==> src/rtl/oven_setpoint_entry.sv <==
// oven_setpoint_entry: debounces the three front-panel buttons, steps the user
// through temperature / minutes / seconds entry and issues a one-cycle start
// strobe once a non-zero bake time has been entered.
// Optional build macro: OVEN_AUTO_REPEAT_EN (auto-repeat on a held inc button).
module oven_setpoint_entry #(
  parameter int DEBOUNCE_CYCLES = 500000,
  parameter int TEMP_MIN        = 150,
  parameter int TEMP_MAX        = 500,
  parameter int TEMP_STEP       = 25,
  parameter int REPEAT_CYCLES   = 15000000
) (
  input  logic       clk,
  input  logic       rst,
  input  logic       enable,
  input  logic       btn_inc,
  input  logic       btn_next,
  input  logic       btn_start,
  output logic [8:0] temp_set,
  output logic [3:0] min_tens,
  output logic [3:0] min_ones,
  output logic [3:0] sec_tens,
  output logic [3:0] sec_ones,
  output logic [1:0] field,
  output logic       editing,
  output logic       locked,
  output logic       start_pulse
);

  localparam int DB_W = $clog2(DEBOUNCE_CYCLES + 1);
  localparam logic [DB_W-1:0] DB_LAST = DB_W'(DEBOUNCE_CYCLES - 1);

  // Elaboration-time sanity checks on the configuration
  if (DEBOUNCE_CYCLES < 1 || REPEAT_CYCLES < 1 || TEMP_STEP < 1 ||
      TEMP_MAX < TEMP_MIN || TEMP_MAX > 511) begin : gen_bad_params
    $error("oven_setpoint_entry: illegal parameter combination");
  end

  typedef enum logic [2:0] {
    S_IDLE,
    S_EDIT_TEMP,
    S_EDIT_MIN,
    S_EDIT_SEC,
    S_LOCKED
  } state_t;

  state_t state_reg;

  // Button index: 0 = inc, 1 = next, 2 = start
  logic [2:0] btn_raw;
  logic [2:0] press_evt;

  assign btn_raw = {btn_start, btn_next, btn_inc};

  for (genvar gi = 0; gi < 3; gi++) begin : gen_btn
    logic            sync1_reg;
    logic            sync2_reg;
    logic            level_reg;
    logic            level_d_reg;
    logic            press_reg;
    logic [DB_W-1:0] cnt_reg;

    // Synchronise, debounce (any bounce restarts the count), then pulse on the rising edge
    always_ff @(posedge clk or posedge rst) begin
      if (rst) begin
        sync1_reg   <= 1'b0;
        sync2_reg   <= 1'b0;
        level_reg   <= 1'b0;
        level_d_reg <= 1'b0;
        press_reg   <= 1'b0;
        cnt_reg     <= '0;
      end else begin
        sync1_reg   <= btn_raw[gi];
        sync2_reg   <= sync1_reg;
        level_d_reg <= level_reg;
        press_reg   <= level_reg & ~level_d_reg;
        if (sync2_reg != level_reg) begin
          if (cnt_reg == DB_LAST) begin
            level_reg <= sync2_reg;
            cnt_reg   <= '0;
          end else begin
            cnt_reg <= cnt_reg + DB_W'(1);
          end
        end else begin
          cnt_reg <= '0;
        end
      end
    end

    assign press_evt[gi] = press_reg;
  end

  logic inc_evt;
  logic next_evt;
  logic start_evt;

  assign next_evt  = press_evt[1];
  assign start_evt = press_evt[2];

`ifdef OVEN_AUTO_REPEAT_EN
  localparam int RPT_W = $clog2(REPEAT_CYCLES + 1);
  localparam logic [RPT_W-1:0] RPT_LAST = RPT_W'(REPEAT_CYCLES - 1);

  logic             inc_level;
  logic             in_edit;
  logic [RPT_W-1:0] rpt_cnt_reg;
  logic             rpt_evt_reg;
  state_t           rpt_state_reg;

  assign inc_level = gen_btn[0].level_reg;
  assign in_edit   = (state_reg == S_EDIT_TEMP) || (state_reg == S_EDIT_MIN) ||
                     (state_reg == S_EDIT_SEC);

  // Repeat timer: restarts at each real press, clears on release, state change or power-off
  always_ff @(posedge clk or posedge rst) begin
    if (rst) begin
      rpt_cnt_reg   <= '0;
      rpt_evt_reg   <= 1'b0;
      rpt_state_reg <= S_IDLE;
    end else begin
      rpt_state_reg <= state_reg;
      rpt_evt_reg   <= 1'b0;
      if (!enable || !inc_level || !in_edit || (state_reg != rpt_state_reg)) begin
        rpt_cnt_reg <= '0;
      end else if (press_evt[0]) begin
        rpt_cnt_reg <= '0;
      end else if (rpt_cnt_reg == RPT_LAST) begin
        rpt_cnt_reg <= '0;
        rpt_evt_reg <= 1'b1;
      end else begin
        rpt_cnt_reg <= rpt_cnt_reg + RPT_W'(1);
      end
    end
  end

  assign inc_evt = press_evt[0] | rpt_evt_reg;
`else
  assign inc_evt = press_evt[0];
`endif

  // BCD 00..59 increment with wrap to 00; returns {tens, ones}
  function automatic logic [7:0] bcd_inc(input logic [3:0] tens, input logic [3:0] ones);
    logic [7:0] res;
    if (ones >= 4'd9) begin
      res[3:0] = 4'd0;
      res[7:4] = (tens >= 4'd5) ? 4'd0 : tens + 4'd1;
    end else begin
      res[3:0] = ones + 4'd1;
      res[7:4] = tens;
    end
    return res;
  endfunction

  logic [9:0] temp_sum;
  logic [8:0] temp_incd;
  logic [7:0] min_incd;
  logic [7:0] sec_incd;
  logic       time_nonzero;

  assign temp_sum     = {1'b0, temp_set} + 10'(TEMP_STEP);
  assign temp_incd    = (temp_sum > 10'(TEMP_MAX)) ? 9'(TEMP_MIN) : temp_sum[8:0];
  assign min_incd     = bcd_inc(min_tens, min_ones);
  assign sec_incd     = bcd_inc(sec_tens, sec_ones);
  assign time_nonzero = |{min_tens, min_ones, sec_tens, sec_ones};

  // Entry state machine; all outputs are registered here
  always_ff @(posedge clk or posedge rst) begin
    if (rst) begin
      state_reg   <= S_IDLE;
      temp_set    <= 9'(TEMP_MIN);
      min_tens    <= 4'd0;
      min_ones    <= 4'd0;
      sec_tens    <= 4'd0;
      sec_ones    <= 4'd0;
      field       <= 2'd0;
      editing     <= 1'b0;
      locked      <= 1'b0;
      start_pulse <= 1'b0;
    end else begin
      start_pulse <= 1'b0;
      if (!enable) begin
        state_reg <= S_IDLE;
        editing   <= 1'b0;
        locked    <= 1'b0;
      end else begin
        case (state_reg)
          S_IDLE: begin
            state_reg <= S_EDIT_TEMP;
            field     <= 2'd0;
            editing   <= 1'b1;
          end
          S_EDIT_TEMP, S_EDIT_MIN, S_EDIT_SEC: begin
            if (start_evt) begin
              // A start with zero time is swallowed; lower-priority presses are dropped too
              if (time_nonzero) begin
                start_pulse <= 1'b1;
                state_reg   <= S_LOCKED;
                editing     <= 1'b0;
                locked      <= 1'b1;
              end
            end else if (next_evt) begin
              case (state_reg)
                S_EDIT_TEMP: begin state_reg <= S_EDIT_MIN;  field <= 2'd1; end
                S_EDIT_MIN:  begin state_reg <= S_EDIT_SEC;  field <= 2'd2; end
                default:     begin state_reg <= S_EDIT_TEMP; field <= 2'd0; end
              endcase
            end else if (inc_evt) begin
              case (state_reg)
                S_EDIT_TEMP: temp_set <= temp_incd;
                S_EDIT_MIN:  {min_tens, min_ones} <= min_incd;
                default:     {sec_tens, sec_ones} <= sec_incd;
              endcase
            end
          end
          S_LOCKED: begin
            state_reg <= S_LOCKED;
          end
          default: begin
            state_reg <= S_IDLE;
            editing   <= 1'b0;
            locked    <= 1'b0;
          end
        endcase
      end
    end
  end

endmodule

==> config.mk <==
export PLATFORM = sky130hd
export DESIGN_NAME = oven_setpoint_entry
export DESIGN_NICKNAME = d
export VERILOG_FILES = /design/src/rtl/oven_setpoint_entry.sv
export SDC_FILE = /design/constraint.sdc
export NUM_CORES = 1
export LEC_CHECK = 0
export CAP_MARGIN = 20
export CORE_AREA = 2 2 111 113
export CTS_CLUSTER_DIAMETER = 200
export CTS_CLUSTER_SIZE = 10
export DETAILED_ROUTE_END_ITERATION = 8
export DIE_AREA = 0 0 113 115
export GPL_TIMING_DRIVEN = 1
export PLACE_DENSITY = 0.73
export SYNTH_ARGS = -nofsm -noshare
export SYNTH_HDL_FRONTEND = slang
export SYNTH_SLANG_ARGS = --single-unit
==> constraint.sdc <==
create_clock -name clk -period 8.8 [get_ports clk]
set_clock_uncertainty 0.15 [all_clocks]
set_input_delay 1.76 -clock clk [delete_from_list [all_inputs] [get_ports clk]]
set_output_delay 1.76 -clock clk [all_outputs]
set_load 0.005 [all_outputs]
==> PnR_summary.wiki <==
{| class="wikitable"
! Metric !! Value
|-
| Run status || complete, but fails checks
|-
| Violated checks || design-rule violations
|-
| Number of setup violations in the final report || 0
|-
| Highest clock frequency the design can meet || 0.2938 GHz
|-
| Wire length of the first global-routing pass || around 17 mm
|-
| Post-synthesis cell count || a little over 500
|-
| Data arrival time of the worst path || roughly 1500 ps
|-
| Internal power || around 0.00072 W
|-
| Share of post-route cells with drive strength above 1 || ~7.6%
|-
| Share of power burned in registers || between 50% and 60%
|-
| CTS tree || built
|-
| Most frequent cell after synthesis || sky130_fd_sc_hd__dfrtp_1
|-
| Via count of the first global-routing pass || around 3700
|-
| Netlist cell types || 53
|-
| Slowest library cell on the worst path || sky130_fd_sc_hd__dfstp_2
|-
| Remaining Overflow, GRT || 0
|-
| Area taken by flip-flops and latches || about 2600 um^2
|-
| Number of antenna repair diodes || 0
|-
| Buffering stage count on the worst path with inverters included || 1
|-
| Clock network power share || between 40 and 50%
|-
| Mapped Avg Cell Area || ~10 um^2
|-
| Total of warnings raised by yosys || 0
|-
| Total Wirelength || just over 10 mm
|-
| Hold path start || gen_btn[0].sync1_reg
|-
| Count of nets after finishing || around 580
|-
| Buffer levels on the longest clock path || 2
|-
| Initial Utilization || 44.06%
|-
| Count of unresolved DRC violations after routing || 4
|-
| Area Growth Syn to Fin || 15.15%
|-
| Number of vias in the routed layout || about 3800
|-
| Data required, critical path || approximately 6900 ps
|-
| Kind of cell with the highest combined delay on the critical path || flip-flops
|-
| Class of the most critical hold timing path || flop to flop
|-
| Setup crit end || temp_set[7]
|-
| Synth Area in Simple Gates || between 20% and 30%
|-
| Main area contributors after synthesis || sky130_fd_sc_hd__dfrtp_1 49%, sky130_fd_sc_hd__nor2_1 6.3%, sky130_fd_sc_hd__xor2_1 5.4%
|-
| Cell area after technology mapping || approximately 5200 um^2
|-
| Clock-pin slew on the worst setup and hold paths || ~70 ps
|-
| Synthesized-area fraction occupied by ao, oa, aoi and oai cells || under 10%
|-
| Hold buffers post-CTS || 0
|-
| EDFF count, synth || 0
|-
| Initial DRC Count || 240
|-
| Proportion of synthesized chip area in sequential cells || slightly above 50%
|-
| Total negative slack for setup checks || 0 ps
|-
| Worst R2R Setup Slack || 6640 ps
|-
| Critical Path Fanout Max || 8
|-
| Part of the total power dissipated in combinational logic || 3.1%
|-
| Element type at the critical path end || output pin
|-
| Cell-by-cell listing of the critical path || clkdlybuf4s50_1
|-
| Pre-CTS setup slack || approximately 5100 ps
|-
| Final setup margin || 5397 ps
|-
| Number of iterations in the first detailed-routing pass || 6
|-
| CTS buffer count || 9
|-
| Post-synth top area cell || sky130_fd_sc_hd__dfrtp_1
|-
| Count of pins over their slew limit || 0
|-
| Core Footprint || 11810 um^2
|-
| Maximum number of pins on one net before global-route repair || 83
|-
| Period Utilization, post-route || about two fifths
|-
| Post-Synth XOR/XNOR Area || approximately a tenth
|-
| Vias/cell || roughly 5.5
|-
| Global placement routability congestion || 0.8553
|-
| Type of the worst setup path || flop to output pin
|-
| Overall die height || 115 um
|-
| Dominant combinational cell family by area after synthesis || simple AND/OR/NAND/NOR gates
|-
| Post-CTS setup buffer count || 0
|-
| Core Rows || 40
|-
| Async set or reset register ratio after synthesis || between 90% and 100%
|-
| Leak Pwr || about 2.6 nW
|-
| Cells on worst reg2reg path || 7
|-
| I/O pins || 36
|-
| Clk root buf || sky130_fd_sc_hd__clkbuf_16
|-
| CTS resizes || 0
|-
| Routed length per placed instance || ~14 um
|-
| Area share of the leading cell type in the synthesized netlist || 48.57%
|-
| Commonest cells in the synthesized netlist || 101 x sky130_fd_sc_hd__dfrtp_1, 87 x sky130_fd_sc_hd__nor2_1, 36 x sky130_fd_sc_hd__nand3_1, 35 x sky130_fd_sc_hd__nand2_1, 32 x sky130_fd_sc_hd__xor2_1
|-
| Total power divided by cell area || ~150 nW/um^2
|-
| Multi-input logic area || around 2400 um^2
|-
| Number of buffers inserted by port buffering || 35
|-
| Initial antenna violation count || 0
|-
| Die Outline Area || 13000 um^2
|-
| CP Depth || 1
|-
| Post-detailed-placement half-perimeter wirelength || just under 7 mm
|-
| Standard cell area after detailed placement || about 5700 um^2
|-
| Final hold viol count || 0
|-
| Clock net sink count || 105
|-
| Setup repair after global routing missed its margin || no
|-
| Post-route cell area || ~6000 um^2
|-
| CP Launch Type || flop
|-
| Destination of the worst register-to-register timing path || state_reg[2]
|-
| Count of maximum capacitance violations || 0
|-
| Headroom to the max-slew limit || between 50% and 60%
|-
| Number of levels the H-tree was split into || 3
|-
| Number of flip-flops under the largest register name || 57
|-
| Total global routing track utilization || between 15 and 20%
|-
| Proportion of synthesized area in mux cells || 1.082%
|-
| Seq cells post-synth || about 110
|-
| Number of inserted filler cells in the final layout || between 1000 and 1500
|-
| Max VDD drop || just under 0.08 mV
|-
| Post-Syn Nets || around 540
|-
| Actual slew at the worst max-slew pin || between 600 and 700 ps
|-
| Number of nets still failing antenna checks after routing || 0
|-
| Clock insertion delay at the later pin of the skew report || 350 ps
|-
| Final critical path time including I/O delays and setup || ~3400 ps
|-
| Synthesized-area fraction occupied by adder cells || under 10%
|-
| Net switching power of the design || 0.0002068 W
|-
| Worst setup path startpoint || temp_set[7]
|-
| Worst r2r src || sec_ones[0]
|-
| Chip Width || 113 um
|-
| Most instantiated flip-flop cell in the synthesis netlist || sky130_fd_sc_hd__dfrtp_1
|-
| Critical Path Max Stage Delay || roughly 620 ps
|-
| Fraction of power spent switching nets || between 20 and 25%
|}
## kinds of logic (layout without fill, tap and decap cells)
kind of cell             count (synthesis)  count (layout)
AO/OA/AOI/OAI                           59              59
XOR/XNOR                                61              61
adder cells (fa/ha/maj)                 21              21
buffers and inverters                   34              74
flip-flops                             105             105
multiplexers                             5               5
AND/OR/NAND/NOR                        229             229
## per-stage QoR
stage               std cells  total power (W)  util (%)  hold WS, ps
floorplan                 514        0.0005214         -        181.2
global placement          684        0.0005289     47.99        184.2
detailed placement        684        0.0005303     47.99        184.7
CTS                       700        0.0009296     50.50        201.1
global route              701        0.0009559     50.73        209.6
finish                    701        0.0009242     50.73        199.8
## layout by cell type, fill, tap and decap left out, types with 4 or more instances in the layout
master,synthesis,final
sky130_fd_sc_hd__a21o_1,5,5
sky130_fd_sc_hd__nor4_1,5,5
sky130_fd_sc_hd__and3_1,5,5
sky130_fd_sc_hd__nor2b_1,6,6
sky130_fd_sc_hd__o31ai_1,4,4
sky130_fd_sc_hd__ha_1,21,21
sky130_fd_sc_hd__or2_2,4,4
sky130_fd_sc_hd__and2_1,5,5
sky130_fd_sc_hd__dfstp_2,4,4
sky130_fd_sc_hd__clkdlybuf4s50_1,0,35
sky130_fd_sc_hd__dfrtp_1,101,101
sky130_fd_sc_hd__inv_1,21,20
sky130_fd_sc_hd__clkbuf_16,0,9
sky130_fd_sc_hd__nand2_1,35,35
sky130_fd_sc_hd__nand3_1,36,36
sky130_fd_sc_hd__xnor2_1,29,29
sky130_fd_sc_hd__nor2_1,87,87
sky130_fd_sc_hd__nor4b_1,4,4
sky130_fd_sc_hd__nand4_1,11,11
sky130_fd_sc_hd__nor3_1,8,8
sky130_fd_sc_hd__a21oi_1,11,11
sky130_fd_sc_hd__mux2_2,5,5
sky130_fd_sc_hd__o21ai_0,17,17
sky130_fd_sc_hd__and4_1,4,4
sky130_fd_sc_hd__xor2_1,32,32
## power by group through the flow
| stage | clock network [W] | logic, W | registers (W) |
|---|---|---|---|
| floorplan | 0 | 0.0000206 | 0.000501 |
| global placement | 0 | 0.0000273 | 0.000502 |
| detailed placement | 0 | 0.0000283 | 0.000502 |
| CTS | 0.000408 | 0.0000286 | 0.000493 |
| global route | 0.000429 | 0.0000340 | 0.000493 |
| finish | 0.000402 | 0.0000291 | 0.000493 |
## area by class of cell
type,count,share of cell area [%]
clock buffer,9,3.759
clock inverter,7,1.190
inverter,21,1.357
multi-input combinational,375,40.26
sequential,105,43.93
tap,147,3.070
timing repair buffer,37,6.431
## worst min-delay path by stage
| stage | endpoint | cells past startpoint |
|---|---|---|
| floorplan | gen_btn[0].sync2_reg | 0 |
| global placement | gen_btn[1].sync2_reg | 0 |
| detailed placement | gen_btn[0].sync2_reg | 0 |
| CTS | gen_btn[0].sync2_reg | 0 |
| global route | gen_btn[1].sync2_reg | 0 |
| finish | gen_btn[0].sync2_reg | 0 |
## metal layers
metal / track usage, % / share of wire (%)
met5: 0 / 0
met4: 7.154 / 1.9
met2: 27.23 / 49
met3: 3.110 / 3.5
met1: 19.85 / 46
No activity file was read; power rests on OpenSTA's default activity.
